==> config.mk <==
export PLATFORM = sky130hd
export DESIGN_NAME = mem_port_arbiter
export DESIGN_NICKNAME = d
export VERILOG_FILES = /design/src/rtl/mem_port_arbiter.sv
export SDC_FILE = /design/constraint.sdc
export NUM_CORES = 1
export LEC_CHECK = 0
export CAP_MARGIN = 20
export CORE_AREA = 2 2 138 140
export CTS_CLUSTER_SIZE = 14
export DETAILED_ROUTE_END_ITERATION = 8
export DIE_AREA = 0 0 140 142
export SYNTH_ARGS = -nofsm -noshare
export SYNTH_HDL_FRONTEND = slang
export SYNTH_SLANG_ARGS = --single-unit
==> constraint.sdc <==
create_clock -name clk -period 2.2 [get_ports clk]
set_input_delay 0.66 -clock clk [delete_from_list [all_inputs] [get_ports clk]]
set_output_delay 0.66 -clock clk [all_outputs]
set_load 0.01 [all_outputs]
==> src/rtl/mem_port_arbiter.sv <==
// Arbiter for the shared single-port instruction/data RAM: MEM-stage accesses win
// over fetches, each access is sequenced over MEM_LAT cycles, and the pipeline stall vector is driven.
`timescale 1ns/1ps
module mem_port_arbiter #(
    parameter int MEM_LAT = 2  // legal range 1..7 (cnt is 3 bits)
) (
    input  logic        clk,
    input  logic        rst,
    input  logic        if_req,
    input  logic [31:0] if_addr,
    output logic [31:0] if_inst,
    input  logic        mem_req,
    input  logic        mem_we,
    input  logic [3:0]  mem_sel,
    input  logic [31:0] mem_addr,
    input  logic [31:0] mem_wdata,
    output logic [31:0] mem_rdata,
    input  logic        flush,
    output logic [5:0]  stall,
    output logic        ram_ce,
    output logic        ram_we,
    output logic [3:0]  ram_sel,
    output logic [31:0] ram_addr,
    output logic [31:0] ram_wdata,
    input  logic [31:0] ram_rdata
);

    typedef enum logic [2:0] {
        IDLE,
        BUSY_IF,
        BUSY_MEM,
        DONE_IF,
        DONE_MEM
    } state_t;

    localparam logic [5:0] STALL_NONE = 6'b000000;
    localparam logic [5:0] STALL_IF   = 6'b000011;
    localparam logic [5:0] STALL_MEM  = 6'b011111;
    localparam logic [2:0] LAST_CNT   = 3'(MEM_LAT - 1);

    state_t     state;
    logic [2:0] cnt;
    logic       kill;
    logic       post_rst;
    logic       last;

    assign last = (cnt == LAST_CNT);

    // The cycle after reset neither grants nor stalls, so the pipeline restarts cleanly.
    always_comb begin
        // NOTE: default assigned first so every path drives stall and no latch is inferred.
        stall = STALL_NONE;
        if (!rst && !post_rst) begin
            case (state)
                IDLE: begin
                    if (mem_req)
                        stall = STALL_MEM;
                    else if (if_req && !flush)
                        stall = STALL_IF;
                end
                BUSY_MEM: stall = STALL_MEM;
                BUSY_IF:  if (!flush) stall = STALL_IF;
                DONE_MEM: if (if_req) stall = STALL_IF;
                default:  stall = STALL_NONE;
            endcase
        end
    end

    // NOTE: all state uses non-blocking assignments so every register sees pre-edge values.
    always_ff @(posedge clk) begin
        if (rst) begin
            state     <= IDLE;
            cnt       <= 3'd0;
            kill      <= 1'b0;
            post_rst  <= 1'b1;
            ram_ce    <= 1'b0;
            ram_we    <= 1'b0;
            ram_sel   <= 4'h0;
            ram_addr  <= 32'h0;
            ram_wdata <= 32'h0;
            if_inst   <= 32'h0;
            mem_rdata <= 32'h0;
        end else begin
            post_rst <= 1'b0;
            case (state)
                IDLE: begin
                    if (!post_rst && mem_req) begin
                        state     <= BUSY_MEM;
                        cnt       <= 3'd0;
                        ram_ce    <= 1'b1;
                        ram_we    <= mem_we;
                        ram_sel   <= mem_sel;
                        ram_addr  <= mem_addr;
                        ram_wdata <= mem_wdata;
                    end else if (!post_rst && if_req) begin
                        state     <= BUSY_IF;
                        cnt       <= 3'd0;
                        kill      <= flush;
                        ram_ce    <= 1'b1;
                        ram_we    <= 1'b0;
                        ram_sel   <= 4'hF;
                        ram_addr  <= if_addr;
                        ram_wdata <= 32'h0;
                    end
                end

                BUSY_IF: begin
                    cnt <= cnt + 3'd1;
                    if (flush)
                        kill <= 1'b1;
                    if (last) begin
                        ram_ce <= 1'b0;
                        ram_we <= 1'b0;
                        // A flushed fetch drains silently: no capture, no DONE_IF.
                        if (kill || flush) begin
                            state <= IDLE;
                            kill  <= 1'b0;
                        end else begin
                            if_inst <= ram_rdata;
                            state   <= DONE_IF;
                        end
                    end
                end

                BUSY_MEM: begin
                    cnt <= cnt + 3'd1;
                    if (last) begin
                        ram_ce <= 1'b0;
                        ram_we <= 1'b0;
                        if (!ram_we)
                            mem_rdata <= ram_rdata;
                        state <= DONE_MEM;
                    end
                end

                DONE_IF:  state <= IDLE;
                DONE_MEM: state <= IDLE;
                default:  state <= IDLE;
            endcase
        end
    end

endmodule

==> flow_metrics.tcl <==
set metrics [dict create \
    outcome "complete, but fails checks" \
    violations "design-rule violations, negative setup slack" \
    finalWorstSetupSlack_ns -0.117 \
    area_delta_synth_final_pct 68.5 \
    async_flop_share_pct 0 \
    synth_warnings 0 \
    synth_top_family_by_area "simple AND/OR/NAND/NOR gates" \
    drive_gt1_share_pct 9.13 \
    pwr-share-seq_pct 36.9 \
    avgSynthCellArea_um2 8.75 \
    syn_area_um2 5460 \
    clockBufferDepth 2 \
    layout.nets 1036 \
    comb_power_share_pct 28.3 \
    crit_chain "buf_2 > nor3b_2 > a31oi_1 > a2bb2oi_2 > nor4_2 > buf_2" \
    htree_num_levels 4 \
    route.detailed.drc 15 \
    maxSlewViolCount 0 \
    yosys.area_share.adder_pct 0.459 \
    syn-num-nets 764 \
    fill_cells 1772 \
    peakVddDrop_uv 513 \
    synth_compound_area_share_pct 17.8 \
    finalCriticalPeriod_ns 2.32 \
    insertion_delay_ns 0.41 \
    internal_power_mw 5.95 \
    cpMostUsedCell "buf_2" \
    synthTopCellsByArea "dfxtp_1 52%, nand2_1 9.1%, a21oi_1 6.3%, mux2i_1 5.9%, nor2_1 5.2%" \
    max_cap_violations 0 \
    synth.area.mux_share_pct 5.87 \
    die_area_um2 19900 \
    critPathMaxStageDelay_ns 0.28 \
    p_per_area_nw_per_um2 908 \
    yosys.area.top_type_share_pct 52.1 \
    worstPathRequired_ns 1.54 \
    clock_power_share_pct 34.8 \
    p_sw_share_pct 28.7 \
    ys_ff_latch 142 \
    clkTransAtPathRegs_ns 0.06 \
    synth_edf_count 0 \
    synthFlopType "dfxtp_1" \
    slowest_stage "nor4_2" \
    gr-usage-met2_pct 28.1 \
    synth_common_cells "142 x dfxtp_1, 132 x nand2_1, 75 x nor2_1" \
    ys_seq_area_share_pct 52.1 \
    grt_setup_unrepaired "true" \
    worstHoldPathType "flip-flop to flip-flop" \
    drt_pass1_iterations 7 \
    grt_use_total_pct 16.9 \
    synth_top_cell_by_area "dfxtp_1" \
    yosysMostFrequentCell "dfxtp_1" \
    core_um2 18500 \
    period_share_pct 105 \
    cts_buffers 17 \
    ios 278 \
    cts-root-buf "clkbuf_16" \
    synthDistinctLibCells 47 \
    start_kind "input port" \
    critPathMaxFanout 3 \
    post_cts_buffers 0 \
    cts_hold_buffers 0 \
    gr-total-overflow 0 \
    cts_tree "done" \
    criticalPathCategory "input port to output pin" \
    place_hpwl_mm 11.9 \
    grt.met1_usage_pct 20.3 \
    worstSetupEndpointType "output pin" \
    hold_viol 0 \
    rows 50 \
    cp.arrival_ns 1.66 \
    drtIter0Drc 204 \
    syn-instance-count 624 \
    fin_util_pct 49.8 \
    grt_pass1_vias 5113 \
    total_power_mw 8.35 \
    routed_wl_mm 16.9 \
    die_x_um 140 \
    port_buffers 276 \
    synth_simple_gate_area_share_pct 18.0 \
    ant_nets 0 \
    tightest_slew_ns 0.588 \
    grt_pass1_wl_mm 26.7 \
    max_freq_mhz 432 \
    grtUsageMet3_pct 5.11 \
    die_h_um 142 \
    globalRoute.busiestLayer "met2" \
    finalClockSkew_ns 0.00512 \
    synthXorXnorAreaFrac_pct 0.459 \
    cts_sinks 142 \
    grt_max_degree 54 \
    antenna_found_initial 1 \
    p_leak_nw 3.43 \
    wl_per_cell_um 14.8 \
    setup_violations 5 \
    num_vias 5213 \
    start_util_pct 29.6 \
    vias_per_cell 4.56 \
    max-slew-margin-rel_pct 60.8 \
    place_congestion 0.810 \
    p_switching_mw 2.40 \
]
## through the flow
step           instances  TNS (ns)  hold slack, ns  setup WS, ns  area, um^2
6_report            1144    -0.452           0.451        -0.117        9200
5_1_grt             1144    -0.768           0.470        -0.189        9200
4_1_cts             1143    -0.497           0.455        -0.142        9190
3_5_place_dp        1111     -8.40           0.446        -0.860        8590
3_3_place_gp        1111     -8.42           0.441        -0.865        8590
2_1_floorplan        624   -0.0644           0.475       -0.0644        5470
## flip-flops by register name, indices dropped and copies added (netlist names)
signal     flops
post_rst       1
if_inst       32
ram_sel        4
state          3
ram_we         1
ram_addr      32
kill           1
ram_wdata     32
ram_ce         1
mem_rdata     32
cnt            3
## cell families after synthesis
kind of cell / after synthesis
adders and majority gates: 2
muxes: 32
buffers and inverters: 58
AOI/OAI and AO/OA: 152
xor gates and xnor gates: 2
DFF: 142
and+or+nand+nor: 235
other: 1
## worst paths after layout
| kind | start | end | slack [ns] | cells after the start |
|---|---|---|---|---|
| setup / recovery | flush | stall[1] | -0.12 | 6 |
| hold / removal | if_inst[27] | if_inst[27] | 0.45 | 2 |
| setup reg to reg | state[2] | ram_addr[21] | 0.42 | 6 |
| hold reg to reg | if_inst[27] | if_inst[27] | 0.45 | 2 |
## critical path, delay by kind of cell
family	cells	cell delay, ns
compound gates	2	0.22
buf+inv	2	0.32
simple gates	2	0.46
## layout by cell type, fill, tap and decap left out, drive strengths merged, types with 4 or more instances in the layout
cell type and count:
a211oi 33, a21oi 70, a22oi 32, buf 36, clkbuf 19, clkdlybuf4s50 267
clkinv 4, clkinvlp 4, dfxtp 142, dlygate4sd2 4, inv 5, mux2i 32
nand2 132, nor2 75, nor3 6, o22ai 4
## routing by layer
layer  vias to the layer above  part of all wire, %
met5                         -                    0
met4                         0                  2.3
met3                        22                  7.2
met2                       157                   48
met1                      2352                   43
li1                       2682                    -
## power groups by stage
stage / logic, mW / clock network (mW) / registers (mW)
3_3_place_gp: 2.38 / 0 / 3.12
3_5_place_dp: 2.38 / 0 / 3.13
4_1_cts: 2.39 / 3.00 / 3.08
6_report: 2.36 / 2.91 / 3.08
5_1_grt: 2.57 / 3.12 / 3.12
2_1_floorplan: 1.01 / 0 / 3.24
## cell type report
class	instances	area, um^2	area share, %
Timing Repair Buffer	308	3080	33.5
Multi-Input combinational cell	424	2360	25.7
Tap cell	234	293	3.18
Antenna cell	1	2.50	0.0272
Clock buffer	19	433	4.71
Clock inverter	13	165	1.80
Inverter	3	11.3	0.122
Sequential cell	142	2850	31.0
## what timing repair did
action,in CTS,in global routing
pin swaps,3,1
setup endpoints to repair,5,5
resized for setup,27,0
Power figures use the tool's default switching activity.
